==> src/rtl/ctr_incr_scheduler.sv <==
// Counter-cell increment scheduler: latches plus/minus requests per counter
// channel, cancels opposing pairs and grants one counter memory cycle per SLOT.
//
// state | meaning
// IDLE  | no counter cycle active; waiting for SLOT with a request pending
// EXEC  | counter cycle in progress; CAD/PINC/MINC held, cycle timer running
module ctr_incr_scheduler #(
  parameter int         NCTR      = 20,
  parameter logic [5:0] ADDR_BASE = 6'o24,
  parameter int         CYCLE_LEN = 12
) (
  input  logic            CLOCK,
  input  logic            rst,
  input  logic [NCTR-1:0] UP_REQ,
  input  logic [NCTR-1:0] DN_REQ,
  input  logic            SLOT,
  input  logic            MNHNC,
  input  logic            GOJAM,
  output logic            CTROR,
  output logic            INKL,
  output logic [5:0]      CAD,
  output logic            PINC,
  output logic            MINC,
  output logic            DONE
);

  localparam int CW = (CYCLE_LEN > 2) ? $clog2(CYCLE_LEN) : 1;

  typedef enum logic {IDLE, EXEC} state_t;

  state_t          state, state_nxt;
  logic [NCTR-1:0] upp, dnp, upp_nxt, dnp_nxt;
  logic [NCTR-1:0] grant_mask, up_v, dn_v;
  logic [CW-1:0]   cnt, cnt_nxt;
  logic [5:0]      sel_idx, cad_nxt;
  logic            sel_vld, sel_up, sel_dn;
  logic            inkl_nxt, pinc_nxt, minc_nxt, done_nxt, grant;

  // Lowest index wins: scan downward so the last hit is the smallest index.
  always_comb begin
    sel_idx = '0;
    sel_vld = 1'b0;
    sel_up  = 1'b0;
    sel_dn  = 1'b0;
    for (int i = NCTR - 1; i >= 0; i--) begin
      if (upp[i] | dnp[i]) begin
        sel_idx = 6'(i);
        sel_vld = 1'b1;
        sel_up  = upp[i];
        sel_dn  = dnp[i];
      end
    end
  end

  always_comb begin
    state_nxt = state;
    cnt_nxt   = cnt;
    inkl_nxt  = INKL;
    pinc_nxt  = PINC;
    minc_nxt  = MINC;
    cad_nxt   = CAD;
    done_nxt  = 1'b0;
    grant     = 1'b0;
    case (state)
      IDLE: begin
        if (SLOT && CTROR && !MNHNC && sel_vld) begin
          grant     = 1'b1;
          state_nxt = EXEC;
          cnt_nxt   = CW'(CYCLE_LEN - 1);
          inkl_nxt  = 1'b1;
          cad_nxt   = ADDR_BASE + sel_idx;
          pinc_nxt  = sel_up;
          minc_nxt  = sel_dn;
        end
      end
      EXEC: begin
        if (cnt == '0) begin
          state_nxt = IDLE;
          inkl_nxt  = 1'b0;
          pinc_nxt  = 1'b0;
          minc_nxt  = 1'b0;
          done_nxt  = 1'b1;
        end else begin
          cnt_nxt = cnt - 1'b1;
        end
      end
      default: state_nxt = IDLE;
    endcase
    if (GOJAM) begin
      grant     = 1'b0;
      state_nxt = IDLE;
      inkl_nxt  = 1'b0;
      pinc_nxt  = 1'b0;
      minc_nxt  = 1'b0;
      done_nxt  = 1'b0;
    end
  end

  // The granted bit is cleared before new requests are merged, so a request
  // landing on the grant edge survives as fresh pending work.
  always_comb begin
    grant_mask = '0;
    if (grant) grant_mask = {{(NCTR-1){1'b0}}, 1'b1} << sel_idx;
    up_v    = (upp & ~grant_mask) | UP_REQ;
    dn_v    = (dnp & ~grant_mask) | DN_REQ;
    upp_nxt = GOJAM ? '0 : (up_v & ~dn_v);
    dnp_nxt = GOJAM ? '0 : (dn_v & ~up_v);
  end

  always_ff @(posedge CLOCK or negedge rst) begin
    if (!rst) begin
      state <= IDLE;
      cnt   <= '0;
      upp   <= '0;
      dnp   <= '0;
      CTROR <= 1'b0;
      INKL  <= 1'b0;
      CAD   <= '0;
      PINC  <= 1'b0;
      MINC  <= 1'b0;
      DONE  <= 1'b0;
    end else begin
      state <= state_nxt;
      cnt   <= cnt_nxt;
      upp   <= upp_nxt;
      dnp   <= dnp_nxt;
      CTROR <= |(upp_nxt | dnp_nxt);
      INKL  <= inkl_nxt;
      CAD   <= cad_nxt;
      PINC  <= pinc_nxt;
      MINC  <= minc_nxt;
      DONE  <= done_nxt;
    end
  end

endmodule
==> config.mk <==
export PLATFORM = sky130hd
export DESIGN_NAME = ctr_incr_scheduler
export DESIGN_NICKNAME = d
export VERILOG_FILES = /design/src/rtl/ctr_incr_scheduler.sv
export SDC_FILE = /design/constraint.sdc
export NUM_CORES = 1
export LEC_CHECK = 0
export CAP_MARGIN = 30
export CORE_ASPECT_RATIO = 1.5
export CORE_MARGIN = 5
export CORE_UTILIZATION = 50
export CTS_CLUSTER_SIZE = 28
export DETAILED_ROUTE_END_ITERATION = 12
export MAX_ROUTING_LAYER = met4
export PLACE_DENSITY_LB_ADDON = 0.25
export SLEW_MARGIN = 10
export SYNTH_ARGS = -nofsm -noshare
export SYNTH_HDL_FRONTEND = slang
export SYNTH_SLANG_ARGS = --single-unit
==> constraint.sdc <==
create_clock -name CLOCK -period 2.8 [get_ports CLOCK]
set_input_delay 0.56 -clock CLOCK [delete_from_list [all_inputs] [get_ports CLOCK]]
set_output_delay 0.56 -clock CLOCK [all_outputs]
set_load 0.02 [all_outputs]
==> results_dict.tcl <==
set metrics [dict create \
    status "finished, violations left" \
    violations "negative setup slack" \
    yosys_warnings 0 \
    final_util 0.748 \
    final_cells 760 \
    ys_top_cells_by_area "dfrtp_1 (36%), a21oi_1 (6.5%), nor2_1 (5.5%)" \
    synth_largest_area_cell "dfrtp_1" \
    cp_data_required_time_ns 3.02 \
    grt_max_degree 29 \
    dr.pass1.iters 6 \
    initial_core_util 0.514 \
    max_cap_viol_count 0 \
    worstPathMaxFanout 4 \
    clk_latency_ns 0.30 \
    clockRootBuffer "clkbuf_16" \
    start_kind "register" \
    maxSlewHeadroom 0.702 \
    finalHoldViolCount 0 \
    syn_area_um2 3940 \
    multi_input_area_um2 2490 \
    min_period_over_period 1.08 \
    fp.dieH_um 119 \
    yosysSeqAreaShare 0.356 \
    grt_pass1_wl_mm 21.8 \
    synth_top_area_frac 0.356 \
    cp-end-kind "register" \
    drc 0 \
    rows 39 \
    n_fill_cell 627 \
    p_per_area_nw_per_um2 444 \
    die-area_um2 9780 \
    register_area_um2 1400 \
    worst_slew_pin_slew_ns 0.446 \
    grt_use_met3 0.0411 \
    clk_pin_slew_ns 0.08 \
    numCtsBuffers 5 \
    drive_gt1_frac 0.257 \
    grt_pass1_vias 4765 \
    ir_drop_mv 0.473 \
    drtIter0Drc 353 \
    overflow 0 \
    hold_class "in -> async" \
    crit_chain "buf_4 > nor4_1 > buf_4 > nand2_1 > nor3_1 > and3_1 > nand4_1 > a21o_1 > a221oi_1 > a31oi_1 > a41oi_1" \
    synth_edf_count 0 \
    drt-total-wl_mm 13.4 \
    port_buffers 55 \
    drt-wirelength-per-cell_um 17.6 \
    clock.fmax_mhz 331 \
    syn_inst 488 \
    ys_ff_latch 56 \
    crit_path_top_delay_cell "a221oi_1" \
    synthDistinctLibCells 64 \
    area_growth_pct 45.6 \
    finalNetCount 705 \
    crit_type "reg -> reg" \
    synth_area_per_cell_um2 8.07 \
    hold_slack_ns 0.168 \
    gp_congestion 0.991 \
    layout_min_cycle_time_ns 3.02 \
    grt_usage 0.293 \
    async_flop_share 1.00 \
    antenna_found_initial 0 \
    met1_usage 0.321 \
    ant_nets 0 \
    power.leakage_nw 2.57 \
    vias_per_cell 6.09 \
    cp.arrival_ns 3.24 \
    postCtsHoldBufs 0 \
    synth.net_count 536 \
    core_um2 7660 \
    finalSetupViolCount 1 \
    htree_levels 2 \
    max_stage_delay_ns 0.46 \
    top_usage_layer "met2" \
    die_w_um 82.4 \
    cts_num_sinks 56 \
    dp.cells 745 \
    grtUsageMet2 0.500 \
    io_pins 56 \
    clk_path_buf_depth 2 \
    rsz0062_at_grt "yes" \
    skew_ns 0.00308 \
    num_vias 4629 \
    num_antenna_cells 0 \
    setup_ws_ns -0.222 \
    yosys_most_used_dff "dfrtp_1" \
    critical_path.most_common_cell "buf_4" \
    dpl.hpwl_mm 10.4 \
    slew_violations 0 \
    tritoncts "done" \
]
critical path, delay by kind of cell, from the launching register on:
| family | cells | cell delay, ns |
|---|---|---|
| and+or+nand+nor | 5 | 1.12 |
| AOI/OAI and AO/OA | 4 | 1.08 |
| DFF | 1 | 0.39 |
| buffers and inverters | 2 | 0.36 |
final timing paths:
| path | startpoint | to | slack [ns] | cells past startpoint |
|---|---|---|---|---|
| setup / recovery | upp[15] | CTROR | -0.22 | 11 |
| hold / removal | rst | INKL | 0.17 | 1 |
| setup reg to reg | upp[15] | CTROR | -0.22 | 11 |
| hold reg to reg | CAD[2] | CAD[2] | 0.48 | 2 |
| max in group asynchronous | rst | dnp[17] | 1.91 | 2 |
| min in group CLOCK | CAD[2] | CAD[2] | 0.48 | 2 |
through the flow:
step	setup WS (ns)	cell area (um^2)	total power [W]	setup TNS, ns
global route	-0.356	5730	0.00266	-0.592
finish	-0.222	5730	0.00254	-0.222
floorplan	-0.124	3940	0.00134	-0.124
detailed placement	-0.751	5410	0.00177	-2.88
CTS	-0.222	5690	0.00253	-0.222
global placement	-0.590	5410	0.00174	-1.58
synth_stat cells (3+ instances only):
master / count
a211oi_1: 8
a21o_1: 15
a21oi_1: 51
a221oi_1: 5
a22o_1: 6
a22oi_1: 6
a31oi_1: 12
and2_1: 4
and3_1: 4
and3b_1: 4
buf_2: 5
clkbuf_1: 10
dfrtp_1: 56
ha_1: 3
inv_1: 19
nand2_1: 40
nand2b_1: 4
nand3_1: 17
nand4_1: 3
nor2_1: 58
nor2b_1: 4
nor3_1: 22
nor3b_1: 25
nor4_1: 11
nor4_4: 3
o211ai_1: 4
o21a_1: 8
o21ai_0: 24
o21bai_1: 3
o311ai_0: 3
o31ai_1: 4
or2_2: 7
state kept, by name, indices dropped and copies added (netlist names):
name   count
cnt        4
dnp       20
PINC       1
DONE       1
CTROR      1
upp       20
MINC       1
state      1
INKL       1
CAD        6
layout by cell type, fill, tap and decap left out, types with 3 or more instances in the layout:
| cell type | Yosys | final |
|---|---|---|
| nor4_1 | 11 | 10 |
| nor4_4 | 3 | 3 |
| and2_1 | 4 | 4 |
| dfrtp_1 | 56 | 55 |
| nor3_1 | 22 | 22 |
| nor2_1 | 58 | 57 |
| or2_2 | 7 | 7 |
| nand2b_1 | 4 | 4 |
| o21ai_1 | 2 | 4 |
| nor3b_1 | 25 | 24 |
| a21o_1 | 15 | 15 |
| and3b_1 | 4 | 4 |
| a22o_1 | 6 | 6 |
| a221oi_1 | 5 | 4 |
| a211oi_1 | 8 | 4 |
| a31oi_1 | 12 | 11 |
| buf_4 | 0 | 124 |
| nand3_1 | 17 | 17 |
| o211ai_1 | 4 | 4 |
| inv_1 | 19 | 19 |
| a22oi_1 | 6 | 6 |
| a21oi_1 | 51 | 50 |
| a211oi_2 | 0 | 4 |
| o21ai_0 | 24 | 22 |
| and3_1 | 4 | 4 |
| ha_1 | 3 | 3 |
| clkbuf_16 | 0 | 5 |
| nand2_1 | 40 | 40 |
| o31ai_1 | 4 | 3 |
| nor2b_1 | 4 | 4 |
| o21a_1 | 8 | 8 |
| clkdlybuf4s50_1 | 0 | 51 |
| nand4_1 | 3 | 3 |
power by group:
group          internal (W)  switching, W  leakage, nW
Sequential         0.000874     0.0000547        0.732
Combinational      0.000428      0.000441         1.75
Clock              0.000426      0.000320       0.0840
layout make-up:
cell class                      instances  share of cell area
Multi-Input combinational cell        396               0.434
Tap cell                              102              0.0223
Clock inverter                          3             0.00829
Inverter                               19              0.0124
Sequential cell                        56               0.245
Timing Repair Buffer                  179               0.256
Clock buffer                            5              0.0218
kinds of logic (layout without fill, tap and decap cells):
group                    count (synthesis)  after routing  synth area share
XOR/XNOR                                 3              3           0.00668
multiplexers                             1              1           0.00254
AO/OA/AOI/OAI                          167            167             0.277
buffers and inverters                   36            206            0.0378
flip-flops                              56             56             0.356
AND/OR/NAND/NOR                        222            222             0.310
adder cells (fa/ha/maj)                  3              3           0.00954
metal layers:
metal  part of all wire  vias to the layer above
met5                  0                        -
met4              0.047                        0
met3              0.066                       56
met2               0.52                      214
met1               0.36                     2196
li1                   -                     2163
timing repair:
item | CTS | global route
resized for setup | 20 | 10
endpoints found under the setup margin | 2 | 7
pin swaps | 16 | 12
setup buffers | 5 | 2
No activity file was read; power rests on OpenSTA's default activity.
